## src/rtl/pois_sched.sv

```systemverilog
// pois_sched: round-robin front end sharing one Poisson sampler among NREQ
// requesters; owns the 28-bit LFSR that feeds the sampler its random word.
//
// Ports:
//   CLK, RESET          clock, synchronous active-high reset
//   REQ[NREQ-1:0]       level requests, held until the matching ACK
//   HOLD                suppresses new issues (in-flight sample still completes)
//   SEED_LD, SEED_IN    one-cycle LFSR reseed (zero seed falls back to SEED)
//   PS_VALID, PS_RAND   registered request to the sampler
//   PS_RESULT           sampler result, valid the cycle after PS_VALID
//   ACK, SAMPLE,        one-hot delivery pulse with sample and requester index
//   SAMPLE_ID
//   BUSY                high while the LFSR warms up
//   SAMPLE_CNT          saturating count of delivered samples
module pois_sched #(
   parameter int          NREQ   = 4,
   parameter logic [27:0] SEED   = 28'h5A5A5A5,
   parameter int          WARMUP = 32,
   parameter int          DELAY  = 1
) (
   input  logic            CLK,
   input  logic            RESET,
   input  logic [NREQ-1:0] REQ,
   input  logic            HOLD,
   input  logic            SEED_LD,
   input  logic [27:0]     SEED_IN,
   output logic            PS_VALID,
   output logic [27:0]     PS_RAND,
   input  logic [4:0]      PS_RESULT,
   output logic [NREQ-1:0] ACK,
   output logic [4:0]      SAMPLE,
   output logic [2:0]      SAMPLE_ID,
   output logic            BUSY,
   output logic [31:0]     SAMPLE_CNT
);

   // DELAY is accepted for compatibility; registers are modelled without delay.
   if (NREQ < 2 || NREQ > 8 || SEED == 28'd0 || DELAY < 0) begin : g_bad_param
      $error("pois_sched: illegal parameter value");
   end

   typedef enum logic {ST_WARMUP, ST_RUN} state_t;

   state_t          r_state;
   logic [31:0]     r_wcnt;
   logic [27:0]     r_lfsr;
   logic [2:0]      r_ptr;
   logic            r_ps_valid;
   logic [27:0]     r_ps_rand;
   logic [2:0]      r_ps_id;
   logic [NREQ-1:0] r_ack;
   logic [2:0]      r_ack_id;
   logic [31:0]     r_cnt;
   logic            r_busy;

   logic [27:0]     w_lfsr_nxt;
   logic [27:0]     w_seed;
   logic [NREQ-1:0] w_fly_oh;
   logic [NREQ-1:0] w_elig;
   logic            w_found;
   logic [2:0]      w_gnt;
   logic            w_issue;

   // x^28 + x^25 + 1, shifting left
   assign w_lfsr_nxt = {r_lfsr[26:0], r_lfsr[27] ^ r_lfsr[24]};
   assign w_seed     = (SEED_IN == 28'd0) ? SEED : SEED_IN;

   // The requester issued last cycle is still waiting for its ACK,
   // so it sits out this cycle's arbitration.
   assign w_fly_oh = r_ps_valid ? (NREQ'(1) << r_ps_id) : '0;
   assign w_elig   = REQ & ~w_fly_oh;

   // Round robin from r_ptr+1: indices above the pointer outrank the
   // wrapped group; within a group the lowest index wins.
   always_comb begin
      w_found = 1'b0;
      w_gnt   = 3'd0;
      for (int i = NREQ - 1; i >= 0; i--) begin
         if (w_elig[i] && (i <= int'(r_ptr))) begin
            w_found = 1'b1;
            w_gnt   = 3'(i);
         end
      end
      for (int i = NREQ - 1; i >= 0; i--) begin
         if (w_elig[i] && (i > int'(r_ptr))) begin
            w_found = 1'b1;
            w_gnt   = 3'(i);
         end
      end
   end

   assign w_issue = (r_state == ST_RUN) && !HOLD && !SEED_LD && w_found;

   always_ff @(posedge CLK) begin
      if (RESET) begin
         r_state    <= ST_WARMUP;
         r_wcnt     <= 32'(WARMUP);
         r_lfsr     <= SEED;
         r_ptr      <= 3'(NREQ - 1);
         r_ps_valid <= 1'b0;
         r_ps_rand  <= 28'd0;
         r_ps_id    <= 3'd0;
         r_ack      <= '0;
         r_ack_id   <= 3'd0;
         r_cnt      <= 32'd0;
         r_busy     <= 1'b1;
      end else begin
         // Delivery stage runs regardless of state so an in-flight
         // sample survives a reseed.
         r_ack    <= w_fly_oh;
         r_ack_id <= r_ps_valid ? r_ps_id : 3'd0;
         if (r_ps_valid && (r_cnt != 32'hFFFF_FFFF)) begin
            r_cnt <= r_cnt + 32'd1;
         end

         r_ps_valid <= w_issue;
         if (w_issue) begin
            r_ps_rand <= r_lfsr;
            r_ps_id   <= w_gnt;
            r_ptr     <= w_gnt;
         end

         if (SEED_LD) begin
            r_lfsr  <= w_seed;
            r_state <= ST_WARMUP;
            r_wcnt  <= 32'(WARMUP);
            r_busy  <= 1'b1;
         end else begin
            case (r_state)
               ST_WARMUP: begin
                  r_lfsr <= w_lfsr_nxt;
                  r_wcnt <= r_wcnt - 32'd1;
                  if (r_wcnt == 32'd1) begin
                     r_state <= ST_RUN;
                     r_busy  <= 1'b0;
                  end
               end
               ST_RUN: begin
                  if (w_issue) begin
                     r_lfsr <= w_lfsr_nxt;
                  end
               end
               default: r_state <= ST_WARMUP;
            endcase
         end
      end
   end

   assign PS_VALID   = r_ps_valid;
   assign PS_RAND    = r_ps_rand;
   assign ACK        = r_ack;
   assign SAMPLE     = (|r_ack) ? PS_RESULT : 5'd0;
   assign SAMPLE_ID  = r_ack_id;
   assign BUSY       = r_busy;
   assign SAMPLE_CNT = r_cnt;

endmodule

```

## config.mk

```make
export PLATFORM = sky130hd
export DESIGN_NAME = pois_sched
export DESIGN_NICKNAME = d
export VERILOG_FILES = /design/src/rtl/pois_sched.sv
export SDC_FILE = /design/constraint.sdc
export NUM_CORES = 1
export LEC_CHECK = 0
export CORE_AREA = 5 5 86 148
export CTS_CLUSTER_DIAMETER = 80
export DETAILED_ROUTE_END_ITERATION = 16
export DIE_AREA = 0 0 91 153
export HOLD_SLACK_MARGIN = 0.1
export MAX_ROUTING_LAYER = met4
export PLACE_DENSITY = 0.89
export SYNTH_ARGS = -nofsm -noshare
export SYNTH_HDL_FRONTEND = slang
export SYNTH_SLANG_ARGS = --single-unit
```

## constraint.sdc

```tcl
create_clock -name CLK -period 2.9 [get_ports CLK]
set_clock_uncertainty 0.2 [all_clocks]
set_input_delay 0.58 -clock CLK [delete_from_list [all_inputs] [get_ports CLK]]
set_output_delay 0.58 -clock CLK [all_outputs]
set_load 0.005 [all_outputs]
```

Yosys cells after proc, flatten, opt, wreduce, memory -nomap -nowiden
Cells that the tools add are included.
{"block": "op_classes", "div": 0, "n_addsub": 2, "n_eq_ne": 3, "n_mux": 22, "shift": 1, "n_reduce_logical": 17, "mul": 0, "bitwise_logic": 5, "magnitude_cmp": 6}
{"operator": "28-bit 2-to-1 mux", "n": 3}
{"operator": "28-bit one-hot mux with 2 select lines", "n": 1}
{"operator": "32-bit by 1-bit adder with 32-bit output, second input constant", "n": 1}
{"operator": "32-bit by 1-bit == test with 1-bit output, second input constant", "n": 1}
{"operator": "32-bit inequality test, second input constant", "n": 1}
{"operator": "32-bit by 1-bit subtractor with 32-bit output, second input constant", "n": 1}
{"operator": "28-bit logical NOT", "n": 1}
{"operator": "3-bit 2-to-1 mux", "n": 5}
{"operator": "1-bit logical AND", "n": 10}
{"operator": "1-bit 2-to-1 mux", "n": 9}
{"operator": "2-bit by 3-bit > comparator with 1-bit output, first input constant", "n": 2}
{"operator": "2-bit by 3-bit less-or-equal comparator with 1-bit output, first input constant", "n": 2}
{"operator": "5-bit 2-to-1 mux", "n": 1}
{"operator": "4-bit bitwise AND", "n": 1}
{"operator": "2-bit 2-to-1 mux", "n": 2}
{"operator": "4-bit 2-to-1 mux", "n": 1}
{"operator": "4-bit inverter", "n": 1}
{"operator": "2-bit OR reduction", "n": 2}
{"operator": "4-bit OR reduction", "n": 1}
{"operator": "1-bit by 3-bit << shifter with 4-bit output, first input constant", "n": 1}
{"operator": "1-bit by 3-bit > comparator with 1-bit output, first input constant", "n": 1}
{"operator": "1-bit by 3-bit less-or-equal comparator with 1-bit output, first input constant", "n": 1}
{"operator": "3-bit by 2-bit inequality test with 1-bit output, second input constant", "n": 1}
{"operator": "1-bit logical NOT", "n": 2}
{"operator": "other kinds (3)", "n": 4}
{"block": "totals", "n_memories": 0, "regBits": 136, "out_inout_bits": 74, "in_bits": 41, "romBits": 0, "latch_bits": 0, "ram_bits": 0}

Depth between registers and ports, before layout
Gate-level depths: netlist of run 1.
{"block": "logic_depth", "depth_word": 16, "depth_mapped": 8}

Worst setup path before layout of run 1
Ideal clock, no wire load.
{"block": "synth_path", "kind": "input port to flip-flop", "startpoint": "input port SEED_LD", "endpoint": "register r_lfsr[14]", "stages": 7, "setup_ps": 86, "required_ps": 2614, "arrival_ps": 2048, "slack_ps": 567, "path_cell_list": "nor3b_1 o211a_1 a211o_1 clkbuf_1 clkbuf_1 nor2_1 a211oi_1"}
{"block": "synth_via", "elab_chain_cells": 4}
{"item": "from (decl)", "line_no": "25", "text": "input logic SEED_LD,"}
{"item": "1-bit logical NOT", "line_no": "92", "text": "assign w_issue = (r_state == ST_RUN) && !HOLD && !SEED_LD && w_found;"}
{"item": "1-bit logical AND (2 in series)", "line_no": "92"}
{"item": "3-bit by 2-bit inequality test with 1-bit output (no source line)"}
{"item": "to (signal assigned)", "line_no": "124", "text": "r_lfsr <= w_seed;"}
{"item": "to (signal assigned)", "line_no": "131", "text": "r_lfsr <= w_lfsr_nxt;"}
{"item": "to (signal assigned)", "line_no": "140", "text": "r_lfsr <= w_lfsr_nxt;"}
{"item": "to (decl)", "line_no": "46", "text": "logic [27:0] r_lfsr;"}
Parallel ways exist; a longest one is shown, timed or not.
A chain may end at the register's enable or synchronous reset.

Worst setup path after layout of run 1
{"block": "layout_path", "startpoint": "register r_ack[1], in the netlist ACK[1]", "endpoint": "output port SAMPLE[0]"}
{"block": "layout_via", "elab_chain_cells": 2}
{"item": "from (decl)", "line_no": "51", "text": "logic [NREQ-1:0] r_ack;"}
{"item": "from (signal assigned)", "line_no": "110", "text": "r_ack <= w_fly_oh;"}
{"item": "4-bit OR reduction", "line_no": "152", "text": "assign SAMPLE = (|r_ack) ? PS_RESULT : 5'd0;"}
{"item": "5-bit 2-to-1 mux", "line_no": "152"}
{"item": "to (decl)", "line_no": "31", "text": "output logic [4:0] SAMPLE,"}
No other way between the ends.

==> metrics.csv, run 1 <==
metric,value,unit
status,"finished, final reports clean",
clkTransAtPathRegs,0.06,ns
max_freq,361,MHz
die_y,153,um
power.density,562,nW/um^2
track_usage,23.4,%
ir_worst_vdd,0.000491,V
syn2layout_area_growth,31.8,%
dp_cells,910,
numClockSinks,133,
ys_types,54,
grt-ovfl-total,0,
diodes,0,
tightestPinTransition,0.711,ns
hpwl,11500,um
cts-buffers-inserted,17,
drive_gt1_share,7.56,%
timing.slew.headroom,52.2,%
synth_edf_count,0,
finalWirelength,16300,um
start_util,51.1,%
grt_pass1_vias,5616,
grt_pass1_wl,26300,um
drtAntennaViolNets,0,
ys_warn_count,0,
crit_fanout,5,
drt-pass1-iter-count,5,
power_leakage,2.67,nW
postCtsSetupBuffers,0,
netlist_area,5820,um^2
cts_tree,done,
crit_family,simple AND/OR/NAND/NOR gates,
holdBufCountCts,0,
crit_chain,nor4_1 > nor2b_1 > clkdlybuf4s50_1,
cts_max_path_buffers,2,
async_reset_ff_share,0,%
final_hold_viol_count,0,
min_path_type,flip-flop to flip-flop,
grt_max_degree,69,
syn-num-nets,730,
critPathRequiredTime,2.12,ns
synth_area_per_cell,8.49,um^2
wl_per_cell,17.3,um
drc,0,
io_pins,115,
htreeDepth,4,
syn-instance-count,686,
core,11400,um^2
cp_slowest_cell,nor4_1,
cts-root-buf,clkbuf_16,
dieArea,13900,um^2
slew_violations,0,
ys_ff_latch,133,
antenna_found_initial,0,
final_nets,838,
critical_path.max_stage_delay,0.64,ns
place.port_buffers,113,
cp.arrival,1.99,ns
max-cap-violations,0,
startpoint_type,flip-flop,
rsz0062_at_grt,false,
synth_top_area_share,45.7,%
drt_iter0_drc,374,
num-fill-cells,845,
instances_no_fill,942,
yosys.area.top_type,dfxtp_1,
min_period,2.77,ns
die_w,91,um
synth-seq-area-share,45.7,%
setup_tns,0,ns
place_ws,0.144,ns
whs,0.264,ns
std_cell_rows,52,
synth_area_leaders,"dfxtp_1 46%, a21oi_1 7.3%, nand2_1 5.0%",
setup_viol,0,
setup_ws,0.132,ns
dr_total_vias,5723,
worst-path-buf-inv,1,
insertion_delay,0.42,ns
synth_top_flop_cell,dfxtp_1,
critical_path_class,flip-flop to primary output,
postLayoutCoreUtil,67.4,%
cts_resized,0,
final.period_utilization,95.4,%
viasPerCell,6.08,
endpoint_kind,primary output,
place.gp.congestion,0.924,
## metal layers
metal  vias to the layer above  GRT usage, %  part of all wire, %
li1                       2699             -                    -
met1                      2737          23.3                   36
met2                       232          42.0                   55
met3                        55          5.51                  5.8
met4                         0          11.5                  3.3
met5                         -             -                    0
## per-stage QoR
| stage | instance area [um^2] | total power, mW |
|---|---|---|
| detailed placement | 7100 | 2.27 |
| global placement | 7100 | 2.25 |
| CTS | 7670 | 4.33 |
| global route | 7670 | 4.46 |
| floorplan | 5820 | 2.14 |
| finish | 7670 | 4.31 |
## synthesized netlist by cell type, types with 2 or more instances
cell type	n
nand3_1	18
o31ai_1	9
a211oi_1	16
o211ai_1	3
o21a_1	2
nand4_1	12
o2111ai_1	3
nor4_1	12
nor2b_1	6
xnor2_1	6
nand2_1	78
or2_2	3
xor2_1	22
and4_1	11
ha_1	3
o22ai_1	14
a21oi_1	85
nor2_1	60
a21o_1	2
dfxtp_1	133
inv_1	7
and2_1	2
nand2b_1	4
nand4b_1	4
nor3_1	8
nor3b_1	2
or3_1	28
o21ai_0	42
clkbuf_1	36
or4_1	12
and3_1	2
mux2i_1	16
nand3b_1	4
## area by class of cell
type                            instances  area (um^2)  share of cell area, %
Clock buffer                           17          425                   5.54
Clock inverter                         15          146                   1.91
Inverter                                7         26.3                  0.342
Multi-Input combinational cell        506         2970                   38.8
Sequential cell                       133         2660                   34.7
Tap cell                              135          169                   2.20
Timing Repair Buffer                  129         1270                   16.6
## worst min-delay path: cells and delay by family (launching register included)
kind | cells | cell delay, ns
AOI/OAI and AO/OA | 1 | 0.06
and+or+nand+nor | 1 | 0.05
DFF | 1 | 0.31
## cell usage in the layout, fill, tap and decap left out, drive strengths merged, types with 3 or more instances in the layout
cell	Yosys	routed
or3	28	28
a211oi	17	17
clkinvlp	0	4
nor3	9	9
clkbuf	36	17
nand4b	4	4
nor4	13	13
o21ai	42	42
dfxtp	133	133
or2	3	3
nand2	78	78
o2111ai	3	3
nor3b	3	3
and4	11	11
o211ai	3	3
ha	3	3
xnor2	6	6
inv	7	14
nand4	12	12
xor2	22	22
a21oi	85	85
mux2i	16	16
o22ai	14	14
clkdlybuf4s50	0	112
nor2	60	60
o31ai	10	10
nor2b	6	6
nand2b	4	4
buf	4	17
nand3b	4	4
or4	12	12
nand3	19	19
clkinv	0	3
## path summary, 6_finish.rpt
| path | end | slack, ns | from | cells after the start |
|---|---|---|---|---|
| setup / recovery | SAMPLE[0] | 0.13 | ACK[1] | 3 |
| hold / removal | PS_RAND[11] | 0.26 | PS_RAND[11] | 2 |
| setup reg to reg | r_lfsr[12] | 0.46 | r_state | 7 |
| hold reg to reg | PS_RAND[11] | 0.26 | PS_RAND[11] | 2 |
## sequential cells by signal, summed over array words and instances, names as in the netlist
signal	flops
ACK	4
BUSY	1
PS_RAND	28
PS_VALID	1
SAMPLE_CNT	32
SAMPLE_ID	2
r_lfsr	28
r_ps_id	2
r_ptr	2
r_state	1
r_wcnt	32
## report_power, final
part	switching (mW)	internal [mW]
sequential	0.0479	1.87
clock	0.871	1.20
combinational	0.169	0.149
## logic make-up (layout without fill, tap and decap cells)
group                    after synthesis  after routing  share of synthesized area [%]
buffers and inverters                 47            168                           3.25
adder cells (fa/ha/maj)                3              3                          0.645
multiplexers                          17             17                           2.94
AND/OR/NAND/NOR                      273            273                           24.9
flip-flops                           133            133                           45.7
other                                  1              1                         0.0644
XOR/XNOR                              28             28                           4.21
AO/OA/AOI/OAI                        184            184                           18.3
No activity file was read; power rests on OpenSTA's default activity.
==> inputs of run 2 (changes only) <==
--- a/config.mk
+++ b/config.mk
@@ -5,10 +5,10 @@
 export SDC_FILE = /design/constraint.sdc
 export NUM_CORES = 1
 export LEC_CHECK = 0
-export CORE_AREA = 5 5 86 148
+export CORE_AREA = 2 2 83 145
 export CTS_CLUSTER_DIAMETER = 80
 export DETAILED_ROUTE_END_ITERATION = 16
-export DIE_AREA = 0 0 91 153
+export DIE_AREA = 0 0 85 147
 export HOLD_SLACK_MARGIN = 0.1
 export MAX_ROUTING_LAYER = met4
 export PLACE_DENSITY = 0.89
==> metrics.csv, run 2 (synthesis gave the netlist of run 1 again) <==
metric,value,unit
rsz0062_at_grt,false,
min_path_type,flip-flop to flip-flop,
die_w,85,um
timing.slew.headroom,43.7,%
core,11400,um^2
cts-buffers-inserted,17,
min_period,2.59,ns
status,"finished, final reports clean",
drive_gt1_share,7.34,%
cts_tree,done,
setup_tns,0,ns
cp_slowest_cell,clkdlybuf4s50_1,
layout_common_cells,"133 x dfxtp_1, 112 x clkdlybuf4s50_1, 84 x a21oi_1",
final-seq-area,2660,um^2
postCtsSetupBuffers,0,
hpwl,10600,um
critPathRequiredTime,2.12,ns
drtAntennaViolNets,0,
crit_fanout,5,
cts-root-buf,clkbuf_16,
start_util,51.1,%
worst-path-buf-inv,1,
ir_worst_vdd,0.000505,V
critical_path.max_stage_delay,0.48,ns
slew_violations,0,
final.period_utilization,89.2,%
wl_per_cell,16.5,um
num-fill-cells,829,
max-cap-violations,0,
final_common_cell,dfxtp_1,
dieArea,12500,um^2
io_pins,115,
endpoint_kind,primary output,
crit_chain,nor4_2 > nor2b_1 > clkdlybuf4s50_1,
place.gp.congestion,0.961,
dr_total_vias,5624,
power.density,563,nW/um^2
numClockSinks,133,
insertion_delay,0.43,ns
clkTransAtPathRegs,0.07,ns
place.port_buffers,113,
drt-pass1-iter-count,6,
max_freq,387,MHz
cts_max_path_buffers,2,
grt_max_degree,70,
grt-ovfl-total,0,
drt_iter0_drc,390,
htreeDepth,4,
die_y,147,um
setup_viol,0,
finalWirelength,15500,um
std_cell_rows,52,
final_nets,835,
holdBufCountCts,0,
final_hold_viol_count,0,
startpoint_type,flip-flop,
crit_family,simple AND/OR/NAND/NOR gates,
instances_no_fill,939,
grt_pass1_vias,5446,
viasPerCell,5.99,
dp_cells,907,
cp.arrival,1.81,ns
grt_pass1_wl,25500,um
critical_path_class,flip-flop to primary output,
antenna_found_initial,0,
diodes,0,
power_leakage,2.68,nW
drc,0,
track_usage,25.7,%
tightestPinTransition,0.841,ns
multiInputGateArea,2980,um^2
syn2layout_area_growth,32.2,%
[run 2: changes by cell type in the layout (fill, tap and decap cells not counted)]
cell        delta
buf_12         +2
buf_4          -5
bufinv_16      -1
clkinv_2       -1
clkinv_8       +2
clkinvlp_4     -4
inv_6          +1
inv_8          +3
nor4_1         -1
nor4_2         +1
[run 2: power by group]
group / leakage [nW] / switching (mW) / internal, mW
sequential: 1.08 / 0.0461 / 1.87
combinational: 1.31 / 0.166 / 0.148
clock: 0.287 / 0.948 / 1.15
[run 2: worst paths after layout]
path              depth (start not counted)          end  slack [ns]        start
setup / recovery                          3    SAMPLE[0]        0.31       ACK[1]
hold reg to reg                           2  PS_RAND[13]        0.26  PS_RAND[13]
setup reg to reg                          5   r_wcnt[26]        0.36    r_wcnt[5]
hold / removal                            2  PS_RAND[13]        0.26  PS_RAND[13]
[run 2: area by class of cell]
type	count	share of cell area, %
flip-flops and latches	133	34.6
clock buffers	17	5.53
multi-input cells	506	38.7
repair buffers	126	16.6
well taps	135	2.20
inverters	7	0.342
clock inverters	15	2.03
[run 2: worst reg2reg max path: cells and delay by family (launching register included)]
kind	cells	cell delay [ns]
simple gates	4	1.77
flops	1	0.35
compound gates	1	0.15
[run 2: timing repair]
action	4_1_cts	5_1_grt
setup endpoints to repair	0	5
resized for setup	0	1
hold endpoints to repair	0	0
[run 2: stage by stage]
step | power (mW) | hold WS, ns | util [%] | setup slack, ns | cell area, um^2
3_3_place_gp | 2.25 | 0.245 | 62.4 | 0.312 | 7110
3_5_place_dp | 2.26 | 0.249 | 62.4 | 0.223 | 7110
2_1_floorplan | 2.14 | 0.245 | - | 0.567 | 5820
6_report | 4.33 | 0.256 | 67.6 | 0.314 | 7690
5_1_grt | 4.46 | 0.284 | 67.6 | 0.146 | 7690
4_1_cts | 4.34 | 0.258 | 67.5 | 0.0920 | 7690
[run 2: routing by layer]
| layer | GRT usage (%) | vias up | part of all wire [%] |
|---|---|---|---|
| met5 | - | - | 0 |
| met4 | 10.8 | 0 | 3.3 |
| met3 | 6.12 | 51 | 5.4 |
| met2 | 44.6 | 241 | 54 |
| met1 | 27.5 | 2624 | 37 |
| li1 | - | 2708 | - |
